===== src/rtl/fetch_types_pkg.sv =====
// Shared fetch-stage types: sequencer state encoding and a fetch-group record.
// Latency: n/a (types and constants only).
// Backpressure: n/a.
//
// Contents:
//   fetch_seq_state_t : FSM state of fetch_pc_sequencer (IDLE..DONE, 3 bits)
//   fetch_entry_t     : one fetch-group descriptor (pc + valid) for stage interfaces
package fetch_types_pkg;

  // Widest PC carried in the shared fetch-group record.
  localparam int FETCH_PC_W = 32;

  // Encodings are architecturally visible on state_out, so they are pinned.
  typedef enum logic [2:0] {
    ST_IDLE   = 3'd0,
    ST_RUN    = 3'd1,
    ST_BUBBLE = 3'd2,
    ST_DRAIN  = 3'd3,
    ST_DONE   = 3'd4
  } fetch_seq_state_t;

  typedef struct packed {
    logic [FETCH_PC_W-1:0] pc;
    logic                  vld;
  } fetch_entry_t;

endpackage


===== src/rtl/fetch_pc_sequencer.sv =====
// Fetch PC sequencer: walks fetch groups from boot_pc to END_PC, honours predictor and flush redirects, then drains.
// Latency: fetch_valid is combinational in the current cycle; the next fetch_pc lands one clock after a fire or flush.
// Backpressure: stall_in or !fq_ready holds fetch_pc and suppresses fetch_valid; a flush overrides both.
//
// Ports:
//   clk, rst_n                  : clock, synchronous active-low reset
//   start, boot_pc              : launch fetching from boot_pc (only while IDLE)
//   stall_in, fq_ready          : downstream stall, fetch queue can take a group
//   flush_valid, flush_pc       : retirement redirect (highest priority)
//   pred_valid, pred_pc         : predictor redirect for the group firing now
//   fetch_pc, fetch_valid       : current group PC and its fire strobe
//   fetch_stall                 : stall_in, or sequencer in DRAIN/DONE
//   program_done                : registered end-of-program flag
//   state_out                   : FSM state encoding
//   flush_count                 : saturating count of accepted flushes
module fetch_pc_sequencer
  import fetch_types_pkg::*;
#(
  parameter int XLEN         = 32,
  parameter int ISSUE_WIDTH  = 3,
  parameter int NO_INSTR     = 33,
  parameter int DRAIN_CYCLES = 3
) (
  input  logic            clk,
  input  logic            rst_n,
  input  logic            start,
  input  logic [XLEN-1:0] boot_pc,
  input  logic            stall_in,
  input  logic            fq_ready,
  input  logic            flush_valid,
  input  logic [XLEN-1:0] flush_pc,
  input  logic            pred_valid,
  input  logic [XLEN-1:0] pred_pc,
  output logic [XLEN-1:0] fetch_pc,
  output logic            fetch_valid,
  output logic            fetch_stall,
  output logic            program_done,
  output logic [2:0]      state_out,
  output logic [15:0]     flush_count
);

  localparam logic [XLEN-1:0] END_PC   = XLEN'(NO_INSTR * 4);
  localparam logic [XLEN-1:0] GROUP_SZ = XLEN'(4 * ISSUE_WIDTH);

  // Counter only ever holds DRAIN_CYCLES-1 down to 0.
  localparam int DCW = (DRAIN_CYCLES > 1) ? $clog2(DRAIN_CYCLES) : 1;
  localparam logic [DCW-1:0] DRAIN_LOAD = DCW'(DRAIN_CYCLES - 1);

  fetch_seq_state_t state_q, state_d;
  logic [XLEN-1:0]  pc_q, pc_d;
  logic             done_q, done_d;
  logic [DCW-1:0]   drain_q, drain_d;
  logic [15:0]      fc_q, fc_d;
  logic             fire;
  logic             flush_acc;
  logic             past_end;

  // Next-state / next-PC logic. Flush wins over everything except IDLE,
  // where the pipeline has nothing in flight to redirect.
  always_comb begin
    state_d   = state_q;
    pc_d      = pc_q;
    done_d    = done_q;
    drain_d   = drain_q;
    fc_d      = fc_q;
    past_end  = (pc_q >= END_PC);  // unsigned, XLEN bits
    flush_acc = flush_valid && (state_q != ST_IDLE);
    fire      = (state_q == ST_RUN) && !stall_in && fq_ready && !flush_valid && !past_end;

    if (flush_acc) begin
      pc_d    = {flush_pc[XLEN-1:2], 2'b00};
      state_d = ST_BUBBLE;
      done_d  = 1'b0;
      drain_d = '0;
      if (fc_q != 16'hFFFF) begin
        fc_d = fc_q + 16'd1;
      end
    end else begin
      case (state_q)
        ST_IDLE: begin
          if (start) begin
            pc_d    = boot_pc;
            state_d = ST_RUN;
          end
        end
        ST_RUN: begin
          // End-of-program check does not wait for the fetch queue or stall.
          if (past_end) begin
            state_d = ST_DRAIN;
            drain_d = DRAIN_LOAD;
          end else if (fire) begin
            pc_d = pred_valid ? {pred_pc[XLEN-1:2], 2'b00} : (pc_q + GROUP_SZ);
          end
        end
        ST_BUBBLE: begin
          state_d = ST_RUN;
        end
        ST_DRAIN: begin
          if (drain_q == '0) begin
            state_d = ST_DONE;
            done_d  = 1'b1;
          end else begin
            drain_d = drain_q - 1'b1;
          end
        end
        ST_DONE: begin
          state_d = ST_DONE;
        end
        default: begin
          state_d = ST_IDLE;
        end
      endcase
    end
  end

  always_ff @(posedge clk) begin
    if (!rst_n) begin
      state_q <= ST_IDLE;
      pc_q    <= '0;
      done_q  <= 1'b0;
      drain_q <= '0;
      fc_q    <= '0;
    end else begin
      state_q <= state_d;
      pc_q    <= pc_d;
      done_q  <= done_d;
      drain_q <= drain_d;
      fc_q    <= fc_d;
    end
  end

  // Gate with rst_n so nothing issues in the cycle reset is being applied,
  // even if the registers still show RUN.
  assign fetch_valid  = fire && rst_n;
  assign fetch_pc     = pc_q;
  assign fetch_stall  = stall_in || (state_q == ST_DRAIN) || (state_q == ST_DONE);
  assign program_done = done_q;
  assign state_out    = state_q;
  assign flush_count  = fc_q;

endmodule


===== config.mk =====
export PLATFORM = sky130hd
export DESIGN_NAME = fetch_pc_sequencer
export DESIGN_NICKNAME = d
export VERILOG_FILES = /design/src/rtl/fetch_types_pkg.sv /design/src/rtl/fetch_pc_sequencer.sv
export SDC_FILE = /design/constraint.sdc
export NUM_CORES = 1
export LEC_CHECK = 0
export CAP_MARGIN = 40
export CORE_MARGIN = 3
export CORE_UTILIZATION = 38
export CTS_CLUSTER_SIZE = 16
export DETAILED_ROUTE_END_ITERATION = 8
export GPL_TIMING_DRIVEN = 0
export PLACE_DENSITY = 0.78
export SYNTH_ARGS = -nofsm -noshare
export SYNTH_HDL_FRONTEND = slang
export SYNTH_SLANG_ARGS = --single-unit

===== constraint.sdc =====
create_clock -name clk -period 2.2 [get_ports clk]
set_input_delay 0.44 -clock clk [delete_from_list [all_inputs] [get_ports clk]]
set_output_delay 0.44 -clock clk [all_outputs]
set_load 0.05 [all_outputs]

Yosys cells after proc, flatten, opt, wreduce, memory -nomap -nowiden

Index checks and enable logic that the tools add are counted.
W data, S select, Z words.

Register bits: 54
Output and inout port bits: 54
Logic and storage cells: 67
Input bits: 103

Add/subtract/negate cells: 3
Eq/ne operators: 16
Reduce and logical (&&, ||, !) cells: 25
Mux-type cells: 14
Bitwise gates (word level): 1
Order comparisons: 1

Operators by type and width:

| kind                    | count |
|---|---|
| $mux W32                | 5 |
| $pmux W32 S2            | 1 |
| $add A32 B4 Y32 const B | 1 |
| $ge A32 B8 Y1 const B   | 1 |
| $add A16 B1 Y16 const B | 1 |
| $ne A16 B16 Y1 const B  | 1 |
| $ne A3 B3 Y1 const B    | 5 |
| $pmux W3 S5             | 1 |
| $ne A2 B2 Y1 const B    | 6 |
| $mux W3                 | 3 |
| $reduce_and A3 Y1       | 3 |
| $reduce_and A4 Y1       | 2 |
| $eq A3 B2 Y1 const B    | 2 |
| $logic_and A1 B1 Y1     | 6 |
| $mux W2                 | 3 |
| $reduce_bool A3 Y1      | 2 |
| $pmux W2 S2             | 1 |
| $reduce_and A2 Y1       | 2 |
| $reduce_bool A2 Y1      | 2 |
| $eq A3 B1 Y1 const B    | 1 |
| $eq A3 B3 Y1 const B    | 1 |
| $logic_not A1 Y1        | 3 |
| $logic_not A3 Y1        | 1 |
| $logic_not A2 Y1        | 1 |
| 4 further kinds         | 5 |

Depth between registers and ports, before layout

Depth after elaboration: 9
Gate-level depth with buffers: 10
Depth with buffers taken out: 8

Least setup slack after synthesis

Ideal clock, no wire load.

Path kind: reg2out
Start point: register pc_q[3], in the netlist fetch_pc[3]
End point: output port fetch_valid
Data arrival time: 3,268 ps
Cell stages (with the launch flop): 7
Path buffers: 0
Setup slack: -1,508 ps
Cells stage by stage: dfxtp_1 > inv_1 > ha_1 > or4b_1 > o21ai_1 > or2b_1 > nor4b_1

Longest elaborated chain between the ends: 4

Ends and longest elaborated chain:

| element                | RTL line                  | RTL |
|---|---|---|
| start, declared        | fetch_pc_sequencer.sv:50  | `logic [XLEN-1:0] pc_q, pc_d;` |
| start signal, assigned | fetch_pc_sequencer.sv:125 | `pc_q <= pc_d;` |
| $ge A32 B8 Y1          | fetch_pc_sequencer.sv:66  | `past_end = (pc_q >= END_PC);` |
| $logic_not A1 Y1       | fetch_pc_sequencer.sv:68  | `fire = (state_q == ST_RUN) && !stall_in && fq_ready && !flush_valid && !past_end;` |
| $logic_and A1 B1 Y1    | fetch_pc_sequencer.sv:68  |  |
| $logic_and A1 B1 Y1    | fetch_pc_sequencer.sv:134 | `assign fetch_valid = fire && rst_n;` |
| end, declared          | fetch_pc_sequencer.sv:35  | `output logic fetch_valid,` |

Every way passes these cells.

Worst setup path in the final report

Start point: register pc_q[2], in the netlist fetch_pc[2]
End point: output port fetch_valid

The elaborated chain is that of the path after synthesis.

==> metrics.yaml <==
status: "finished with violations"
failed_checks: "setup timing"
port_buffers: 149
gr-total-overflow: 0
slew_headroom_pct: 53.7
post-route-util_pct: 66.1
netlist_instances: 418
p_leak_nw: 1.94
tightestPinTransition_ps: 695
path_class: "register to primary output"
skew_ps: 10.9
synth.top_cells.by_area: "dfxtp_1 32%, a222oi_1 5.4%, nor2_1 4.8%"
die-area_mm2: 0.00992
htreeDepth: 2
fin_ws_ps: -539
ctsLongestPathBuffers: 2
clock-sinks: 54
rows: 33
maxCapViolations: 0
start_util_pct: 39.9
syn_area_per_cell_um2: 7.96
grt_pass1_vias: 3983
drtAntennaViolNets: 0
place_ws_ps: -860
yosysMostFrequentCell: "dfxtp_1"
die_w_um: 99.6
power_frac_clock_pct: 14.6
p_int_mw: 2.20
p_per_area_mw_per_mm2: 708
rsz0062_at_grt: "yes"
hold_buffers: 0
ys_seq_area_share_pct: 32.5
via_count: 4170
cts_tree: "done"
cp_max_fo: 2
syn_area_mm2: 0.00333
grt_pass1_wl_um: 20500
ys_ff_latch: 54
yosysTopAreaCell: "dfxtp_1"
rr_startpoint: "fetch_pc[2]$_SDFFE_PN0P_"
vdd_drop_max_uv: 366
grt_max_degree: 17
die_y_um: 99.6
first_iter_violations: 357
min_from: "program_done$_SDFFE_PP0P_"
worstHoldPathType: "register to register"
drcViolationCount: 0
numCtsBuffers: 5
clkTransAtPathRegs_ps: 100
grtUsageTotal_pct: 25.9
ys_types: 54
setup-violations-final: 30
io_pins: 157
diodes: 0
cp-startpoint: "fetch_pc[2]$_SDFFE_PN0P_"
place.gp.congestion: 0.866
hold_violations: 0
cts-root-buf: "clkbuf_8"
insertion_delay_ps: 320
sw_frac_of_total_pct: 43.7
setup_tns_ps: -4710
arrival_ps: 2300
yosys_most_used_dff: "dfxtp_1"
synth_top_area_share_pct: 32.5
syn2layout_area_growth_pct: 65.7
drt-total-wl_um: 13600
nets: 696
dr.pass1.iters: 5
worstPathRequired_ps: 1760
fin_crit_sh_pct: 124
fin_crit_ps: 2740
combPwrFrac_pct: 52.0
drive_above_1_share_pct: 16.8
synth_edf_count: 0
async_flop_share_pct: 0
cp-start-kind: "register"
cp-end-kind: "primary output"
ys_top_cells_by_count: "54 x dfxtp_1, 43 x nor2_1, 41 x nand2_1, 27 x a21oi_1, 24 x nand3_1"
max_clock_freq_mhz: 365
dp_hpwl_um: 9720
via_per_inst: 6.00
maxSlewViolCount: 0
p_switching_mw: 1.71
yosysWarnings: 0
core_mm2: 0.00834
antenna_found_initial: 0
p_seq_share_pct: 33.4
power.total_mw: 3.91
wire_per_inst_um: 19.6
synthesis.nets: 525
## cell type report
cell class                 instances  area, um2
buffer                            25        163
clock buffer                       6       72.6
clock inverter                     2       13.8
fill                             681       2830
inverter                          15       61.3
multi-input combinational        321       2290
sequential                        54       1100
tap                              105        131
timing repair buffer             167       1680
## kinds of logic (layout without fill, tap and decap cells)
| logic type | count (synthesis) | count (layout) | share of synthesized area (%) |
|---|---|---|---|
| and+or+nand+nor | 172 | 172 | 26.4 |
| AOI/OAI and AO/OA | 121 | 121 | 27.4 |
| DFF | 54 | 54 | 32.5 |
| buffers and inverters | 43 | 215 | 5.75 |
| xor gates and xnor gates | 22 | 22 | 5.79 |
| adders and majority gates | 4 | 4 | 1.50 |
| muxes | 2 | 2 | 0.602 |
## cell usage in the layout (no fill, tap or decap), drive strengths merged, types with 3 or more instances in the layout
cell           Yosys  final
and2               3      3
nor2              43     43
nor4               8      8
inv               15     15
nand2             41     41
xnor2             11     11
nand3b             3      3
o2111ai            3      3
o31ai              9      9
nor3               9      9
o21ai             19     19
xor2              11     11
ha                 4      4
o211ai             3      3
buf               10     25
nand2b             5      5
a22o               3      3
nand4             10     10
dfxtp             54     54
clkbuf            18     26
a211oi             7      7
o31a               3      3
nand3             24     24
a311oi             7      7
a21oi             29     29
o32ai              4      4
a222oi            18     18
and3              11     11
nor3b              4      4
clkdlybuf4s50      0    146
o41ai              6      6
## metal layers
metal | up-vias | track usage, % | wire length [um]
met5 | - | 0 | 0
met2 | 260 | 41.9 | 6470
met3 | 26 | 6.52 | 1540
met4 | 0 | 7.67 | 302
met1 | 1948 | 34.0 | 5320
li1 | 1936 | - | -
## through the flow
step / std cells / area (um2) / hold WS, ps
6_report: 695 / 5520 / 483
3_3_place_gp: 672 / 5000 / 447
2_1_floorplan: 418 / 3380 / 437
4_1_cts: 688 / 5270 / 483
3_5_place_dp: 672 / 5000 / 466
5_1_grt: 695 / 5520 / 509
## state kept, by name, indices dropped and copies added (netlist names)
name,flops
flush_count,16
program_done,1
drain_q,2
fetch_pc,32
state_out,3
## critical path, cell delays in order (launching register included)
cell and delay [ps]:
dfxtp_4 370, inv_4 60, ha_4 130, or4b_4 460, o21ai_2 190, or2b_1 290
nor4b_4 290, buf_6 210
## worst paths after layout
kind / to / slack [ps] / cells after the start
max: fetch_valid / -540 / 7
min: program_done$_SDFFE_PP0P_ / 480 / 2
max reg2reg: fetch_pc[17]$_SDFFE_PN0P_ / -220 / 10
min reg2reg: program_done$_SDFFE_PP0P_ / 480 / 2
## what timing repair did
action                                  4_1_cts  5_1_grt
cloned                                        1        3
gates resized for setup                      36       49
buffers inserted                              9        6
pin swaps                                    10       18
endpoints found under the setup margin       37       40
## power by group through the flow
stage	clock, mW	combinational [mW]	sequential (mW)
floorplan	0	0.683	1.66
global placement	0	1.68	1.31
detailed placement	0	1.71	1.31
CTS	0.569	1.84	1.29
global route	0.618	2.14	1.32
finish	0.572	2.03	1.30
(Power assumes the default switching activity.)
